`src/rtl/tx_dsc_fetch_manager.sv`:
```
// TX descriptor fetch manager.
// Keeps per-queue head/tail pointers for the TX descriptor rings. Software
// moves the tails. This block round-robins over the enabled, non-empty
// queues and issues one DMA read request per contiguous descriptor burst.
// It advances each head when the DMA engine accepts the request.
module tx_dsc_fetch_manager #(
  parameter int NB_QUEUES = 16,
  parameter int MAX_BURST = 8,
  parameter int RB_AWIDTH = 10
) (
  input  logic                           clk,
  input  logic                           rst,
  input  logic                           cfg_valid,
  input  logic [$clog2(NB_QUEUES)-1:0]   cfg_queue_id,
  input  logic                           cfg_enable,
  input  logic [63:0]                    cfg_base_addr,
  input  logic                           in_tail_valid,
  input  logic [$clog2(NB_QUEUES)-1:0]   in_tail_queue_id,
  input  logic [RB_AWIDTH:0]             in_tail,
  output logic                           in_tail_ready,
  output logic                           out_req_valid,
  input  logic                           out_req_ready,
  output logic [$clog2(NB_QUEUES)-1:0]   out_req_queue_id,
  output logic [63:0]                    out_req_addr,
  output logic [$clog2(MAX_BURST):0]     out_req_nb_dsc,
  output logic [RB_AWIDTH:0]             out_req_new_head,
  input  logic [RB_AWIDTH:0]             rb_size,
  output logic [31:0]                    req_cnt,
  output logic [31:0]                    bad_tail_cnt
);

  localparam int QW  = $clog2(NB_QUEUES);
  localparam int PW  = RB_AWIDTH + 1;
  localparam int NBW = $clog2(MAX_BURST) + 1;

  localparam logic [PW-1:0]  MB_PW  = PW'(MAX_BURST);
  localparam logic [NBW-1:0] MB_NB  = NBW'(MAX_BURST);
  localparam logic [PW-1:0]  ONE_PW = {{(PW-1){1'b0}}, 1'b1};
  localparam logic [QW-1:0]  ONE_QW = {{(QW-1){1'b0}}, 1'b1};

  typedef enum logic [0:0] {
    SCAN  = 1'b0,
    ISSUE = 1'b1
  } state_t;

  // Per-queue state
  logic          enable_r [NB_QUEUES];
  logic [63:0]   base_r   [NB_QUEUES];
  logic [PW-1:0] head_r   [NB_QUEUES];
  logic [PW-1:0] tail_r   [NB_QUEUES];

  // Scheduler / request state
  state_t         state_r;
  logic [QW-1:0]  rr_r;
  logic [QW-1:0]  lat_q_r;
  logic           valid_r;
  logic [63:0]    addr_r;
  logic [NBW-1:0] nb_r;
  logic [PW-1:0]  new_head_r;
  logic           discard_r;
  logic [31:0]    req_cnt_r;
  logic [31:0]    bad_tail_cnt_r;
  logic           tail_ready_r;

  // Evaluation of the queue under the round-robin pointer
  logic [PW-1:0]  mask_s;
  logic [PW-1:0]  cur_head_s;
  logic [PW-1:0]  cur_tail_s;
  logic [PW-1:0]  pending_s;
  logic [PW-1:0]  contig_s;
  logic [NBW-1:0] pend_nb_s;
  logic [NBW-1:0] contig_nb_s;
  logic [NBW-1:0] nb_s;
  logic [PW-1:0]  new_head_s;
  logic [63:0]    addr_s;
  logic           eligible_s;
  logic           hs_s;
  logic           tail_bad_s;
  logic           cfg_hits_rr_s;
  logic           cfg_hits_lat_s;

  assign mask_s      = rb_size - ONE_PW;
  assign cur_head_s  = head_r[rr_r];
  assign cur_tail_s  = tail_r[rr_r];
  assign pending_s   = (cur_tail_s - cur_head_s) & mask_s;
  assign contig_s    = rb_size - cur_head_s;
  // Clamp each bound to MAX_BURST first so the minimum fits the count width
  assign pend_nb_s   = (pending_s >= MB_PW) ? MB_NB : pending_s[NBW-1:0];
  assign contig_nb_s = (contig_s >= MB_PW) ? MB_NB : contig_s[NBW-1:0];
  assign nb_s        = (contig_nb_s < pend_nb_s) ? contig_nb_s : pend_nb_s;
  assign new_head_s  = (cur_head_s + {{(PW-NBW){1'b0}}, nb_s}) & mask_s;
  assign addr_s      = base_r[rr_r] + {{(64-PW-6){1'b0}}, cur_head_s, 6'b000000};
  assign eligible_s  = enable_r[rr_r] && (pending_s != {PW{1'b0}});

  assign hs_s           = valid_r && out_req_ready;
  assign tail_bad_s     = (in_tail >= rb_size);
  assign cfg_hits_rr_s  = cfg_valid && (cfg_queue_id == rr_r);
  assign cfg_hits_lat_s = cfg_valid && (cfg_queue_id == lat_q_r);

  // Per-queue config, tail capture and head advance; a cfg write overrides both
  always_ff @(posedge clk or posedge rst) begin
    if (rst) begin
      for (int i = 0; i < NB_QUEUES; i++) begin
        enable_r[i] <= 1'b0;
        base_r[i]   <= 64'd0;
        head_r[i]   <= {PW{1'b0}};
        tail_r[i]   <= {PW{1'b0}};
      end
    end else begin
      if (hs_s && !discard_r) begin
        head_r[lat_q_r] <= new_head_r;
      end
      if (in_tail_valid && !tail_bad_s) begin
        tail_r[in_tail_queue_id] <= in_tail;
      end
      if (cfg_valid) begin
        enable_r[cfg_queue_id] <= cfg_enable;
        base_r[cfg_queue_id]   <= cfg_base_addr;
        head_r[cfg_queue_id]   <= {PW{1'b0}};
        tail_r[cfg_queue_id]   <= {PW{1'b0}};
      end
    end
  end

  // Round-robin scan / issue FSM with registered request fields
  always_ff @(posedge clk or posedge rst) begin
    if (rst) begin
      state_r    <= SCAN;
      rr_r       <= {QW{1'b0}};
      lat_q_r    <= {QW{1'b0}};
      valid_r    <= 1'b0;
      addr_r     <= 64'd0;
      nb_r       <= {NBW{1'b0}};
      new_head_r <= {PW{1'b0}};
      discard_r  <= 1'b0;
    end else begin
      case (state_r)
        SCAN: begin
          if (eligible_s) begin
            lat_q_r    <= rr_r;
            addr_r     <= addr_s;
            nb_r       <= nb_s;
            new_head_r <= new_head_s;
            valid_r    <= 1'b1;
            // A cfg write landing now already invalidates this snapshot
            discard_r  <= cfg_hits_rr_s;
            state_r    <= ISSUE;
          end else begin
            rr_r <= rr_r + ONE_QW;
          end
        end
        ISSUE: begin
          if (cfg_hits_lat_s) begin
            discard_r <= 1'b1;
          end
          if (hs_s) begin
            valid_r <= 1'b0;
            rr_r    <= lat_q_r + ONE_QW;
            state_r <= SCAN;
          end
        end
        default: begin
          valid_r <= 1'b0;
          state_r <= SCAN;
        end
      endcase
    end
  end

  // Statistics counters (free-running, wrap at 2^32) and tail-ready flag
  always_ff @(posedge clk or posedge rst) begin
    if (rst) begin
      req_cnt_r      <= 32'd0;
      bad_tail_cnt_r <= 32'd0;
      tail_ready_r   <= 1'b0;
    end else begin
      tail_ready_r <= 1'b1;
      if (hs_s) begin
        req_cnt_r <= req_cnt_r + 32'd1;
      end
      if (in_tail_valid && tail_bad_s) begin
        bad_tail_cnt_r <= bad_tail_cnt_r + 32'd1;
      end
    end
  end

  assign in_tail_ready    = tail_ready_r;
  assign out_req_valid    = valid_r;
  assign out_req_queue_id = lat_q_r;
  assign out_req_addr     = addr_r;
  assign out_req_nb_dsc   = nb_r;
  assign out_req_new_head = new_head_r;
  assign req_cnt          = req_cnt_r;
  assign bad_tail_cnt     = bad_tail_cnt_r;

endmodule

```
`config.mk`:
```
export PLATFORM = sky130hd
export DESIGN_NAME = tx_dsc_fetch_manager
export DESIGN_NICKNAME = d
export VERILOG_FILES = /design/src/rtl/tx_dsc_fetch_manager.sv
export SDC_FILE = /design/constraint.sdc
export NUM_CORES = 2
export LEC_CHECK = 0
export ABC_AREA = 1
export CAP_MARGIN = 20
export CORE_AREA = 2 2 300 420
export DETAILED_ROUTE_END_ITERATION = 7
export DIE_AREA = 0 0 302 422
export PLACE_DENSITY = 0.77
export REMOVE_ABC_BUFFERS = 1
export SLEW_MARGIN = 0
export SYNTH_ARGS = -nofsm -noshare
export SYNTH_HDL_FRONTEND = slang
export SYNTH_SLANG_ARGS = --single-unit
```
`constraint.sdc`:
```
create_clock -name clk -period 56.9 [get_ports clk]
set_input_delay 5.69 -clock clk [delete_from_list [all_inputs] [get_ports clk]]
set_output_delay 5.69 -clock clk [all_outputs]
set_load 0.01 [all_outputs]
```
==> flow_summary.json <==
{
  "worst-path-max-fanout": 5,
  "final_weighted_congestion_in_routability_driven_placement": 0.912,
  "dp_hpwl_um": 134000,
  "timing.critical_path.arrival_ns": 11.30,
  "fmaxAchievable_mhz": 94.4,
  "post_synth_mux_area_share": 0.000153,
  "routed-wl-met3_um": 20600,
  "ys_warn_count": 0,
  "synth-compound-area-share": 0.216,
  "yosys.area_share.simple": 0.158,
  "initial_antenna_violation_count": 9,
  "grt_use_total": 0.358,
  "total_cts_buffers": 149,
  "cts.htree.levels": 4,
  "synth-xor-area-share": 0.0145,
  "mean_instance_size_in_the_synthesized_netlist_um2": 8.29,
  "hold_path.class": "reg2reg",
  "initialDrtViolationCount": 7452,
  "postRouteAntennaNets": 0,
  "finClkSkew_ns": 0.0250,
  "clock_sink_count": 1547,
  "dpl-instance-area_um2": 75900,
  "layout_commonest_cell": "sky130_fd_sc_hd__o21ai_0",
  "fin_total_pwr_mw": 2.89,
  "fp.coreArea_um2": 124000,
  "crit_path_max_incr_delay_ns": 0.57,
  "finalCritPeriodShare": 0.186,
  "port_buffers": 248,
  "design.die.area_um2": 127000,
  "post-route-cell-area_um2": 80900,
  "worst_setup_path_start_kind": "input port",
  "worstSetupEndpointType": "flop",
  "yosys.cell_types.count": 59,
  "area_growth_syn_to_layout_pct": 9.73,
  "crit_slowest_cell": "sky130_fd_sc_hd__clkdlybuf4s50_1",
  "drt_pass1_iterations": 6,
  "ys_ff_latch": 1547,
  "r2r-start": "rr_r[1]$_DFFE_PP0P_",
  "max_cap_violations": 0,
  "postSynthCellCount": 8899,
  "tritoncts": "done",
  "detail_route.wirelength.met1_um": 87500,
  "power.static_leakage_nw": 37.6,
  "timing.setup.tns_ns": 0,
  "clk_root_buffer_cell": "sky130_fd_sc_hd__clkbuf_16",
  "filler_cell_count": 10170,
  "drc": 0,
  "core.rowCount": 153,
  "initial_core_util": 0.595,
  "finalWorstPathRequiredPeriod_ns": 10.60,
  "timing.hold.ws_ns": 0.465,
  "routed_wirelength_um": 229000,
  "grt_first_pass_wirelength_um": 356000,
  "rsz0062_at_grt": "no",
  "vias": 64693,
  "postSynth.asyncResetShare": 1.00,
  "cts_repair_resize_count": 0,
  "timing.critical_path.required_ns": 57.60,
  "grt_start_max_net_pins": 220,
  "run_status": "complete, no violations",
  "timing_max_transition_violations_final": 0,
  "multi_input_area_um2": 29600,
  "critical-path-top-cell-by-count": "sky130_fd_sc_hd__nand2_1",
  "vdd_ir_drop_max_mv": 0.0343,
  "power.density_cell_area_nw_per_um2": 35.7,
  "post_cts_buffers": 0,
  "finalSetupViolCount": 0,
  "detail_route.wl_per_cell_um": 21.9,
  "finish.net_count": 8843,
  "final-hold-violation-count": 0,
  "floorplan.die.height_um": 422,
  "maxUsedRoutingLayer": "met5",
  "slew_at_the_pin_with_the_worst_max_slew_slack_ns": 1.21,
  "floorplan.die.width_um": 302,
  "clock_latency_reported_for_the_late_side_of_the_worst_skew_pair_ns": 0.80,
  "grt_pass1_vias": 62178,
  "num_io_pins": 249,
  "most-common-layout-cells": "sky130_fd_sc_hd__o21ai_0 (2085), sky130_fd_sc_hd__nand2_1 (1589), sky130_fd_sc_hd__dfrtp_1 (1543)",
  "synth_ff_type": "sky130_fd_sc_hd__dfrtp_1",
  "share_of_post_route_cells_with_drive_strength_above_1": 0.0473,
  "cts.reportedPaths.clkPinSlew_ns": 0.06,
  "sequential_area_share_after_synthesis": 0.525,
  "sequential_cell_area_um2": 38700,
  "largest_family_of_logic_cells_by_synthesized_area": "compound AO/OA/AOI/OAI gates",
  "clock_tree.buffer_depth": 3,
  "min-delay-start": "req_cnt[31]$_DFFE_PP0P_",
  "relSlewSlack": 0.196,
  "vias_per_cell": 6.20,
  "holdBufCountCts": 0,
  "grt_overflow": 0,
  "dr_wl_met2_um": 107000,
  "netlist_area_before_placement_um2": 73700,
  "synth_fa_ha_area_frac": 0.0102,
  "criticalPathCategory": "in2reg",
  "synth-edff-count": 0,
  "worstSetupStartpoint": "rb_size[0]"
}
## final timing paths
kind	depth (start not counted)	end	slack [ns]
min in group asynchronous	2	head_r[19]$_DFF_PP0_	5.47
setup reg to reg	42	out_req_new_head[10]$_DFFE_PP0P_	48.20
hold reg to reg	1	req_cnt[31]$_DFFE_PP0P_	0.46
hold / removal	1	req_cnt[31]$_DFFE_PP0P_	0.46
setup / recovery	35	out_req_new_head[10]$_DFFE_PP0P_	46.30
max in group asynchronous	7	base_r[674]$_DFFE_PP0P_	46.63
## critical path: cells and delay by family
family	cells	cell delay (ns)
compound gates	4	0.79
fa+ha+maj	5	1.47
buf+inv	7	1.13
simple gates	19	2.20
## power by group
part	internal [mW]	leakage, nW	total, mW	switching (mW)
logic	0.175	15.5	0.458	0.283
clock network	0.585	2.45	1.02	0.439
registers	1.31	19.7	1.41	0.100
total	2.07	37.6	2.89	0.822
## cell type report
class / instances / share of cell area
sequential: 1547 / 0.479
inverter: 597 / 0.0283
antenna: 4 / 0.000124
clock inverter: 57 / 0.00821
clock buffer: 216 / 0.0535
tap: 1627 / 0.0252
timing repair buffer: 339 / 0.0409
multi-input combinational: 6051 / 0.365
## logic make-up after synthesis
group,Yosys count
AOI/OAI and AO/OA,2987
xor gates and xnor gates,122
buffers and inverters,1301
and+or+nand+nor,2882
other,1
muxes,1
adders and majority gates,58
DFF,1547
## stage by stage
stage	std cells	worst slack, ns	utilization
2_1_floorplan	8195	7.57	-
3_3_place_gp	10159	45.48	0.612
3_5_place_dp	10159	45.51	0.612
4_1_cts	10432	46.34	0.653
5_1_grt	10438	45.85	0.653
6_report	10438	46.30	0.653
## per-layer routing
metal / GRT usage / vias to the layer above
met5: 0 / -
met4: 0.199 / 10
met3: 0.0598 / 687
met2: 0.569 / 3387
met1: 0.468 / 31302
li1: - / 29307
## synth_stat cells (14+ instances only)
| cell type | count | area share |
|---|---|---|
| sky130_fd_sc_hd__o22ai_1 | 50 | 0.0042 |
| sky130_fd_sc_hd__buf_2 | 102 | 0.0069 |
| sky130_fd_sc_hd__o221ai_1 | 121 | 0.014 |
| sky130_fd_sc_hd__buf_6 | 43 | 0.0066 |
| sky130_fd_sc_hd__a21oi_1 | 483 | 0.033 |
| sky130_fd_sc_hd__nand2_1 | 1604 | 0.082 |
| sky130_fd_sc_hd__inv_2 | 14 | 0.00071 |
| sky130_fd_sc_hd__inv_1 | 576 | 0.029 |
| sky130_fd_sc_hd__buf_1 | 34 | 0.0017 |
| sky130_fd_sc_hd__clkbuf_1 | 469 | 0.024 |
| sky130_fd_sc_hd__dfrtp_1 | 1547 | 0.53 |
| sky130_fd_sc_hd__ha_1 | 54 | 0.0092 |
| sky130_fd_sc_hd__o21ai_0 | 2085 | 0.14 |
| sky130_fd_sc_hd__xor2_1 | 84 | 0.010 |
| sky130_fd_sc_hd__buf_4 | 50 | 0.0051 |
| sky130_fd_sc_hd__nand4_1 | 39 | 0.0033 |
| sky130_fd_sc_hd__nor2_1 | 822 | 0.042 |
| sky130_fd_sc_hd__o211ai_1 | 153 | 0.016 |
| sky130_fd_sc_hd__o21ai_1 | 61 | 0.0041 |
| sky130_fd_sc_hd__nand3_1 | 319 | 0.022 |
| sky130_fd_sc_hd__nand2_2 | 14 | 0.0012 |
| sky130_fd_sc_hd__xnor2_1 | 38 | 0.0045 |
| sky130_fd_sc_hd__nor3_1 | 30 | 0.0020 |
## flip-flops by register name (all words and copies together) (netlist names)
signal and count:
bad_tail_cnt 32, base_r 1024, discard_r 1, enable_r 16
head_r 176, in_tail_ready 1, out_req_addr 64, out_req_nb_dsc 4
out_req_new_head 11, out_req_queue_id 4, out_req_valid 1, req_cnt 32
rr_r 4, state_r 1, tail_r 176
Note: power is estimated with default switching activity, not from simulation.
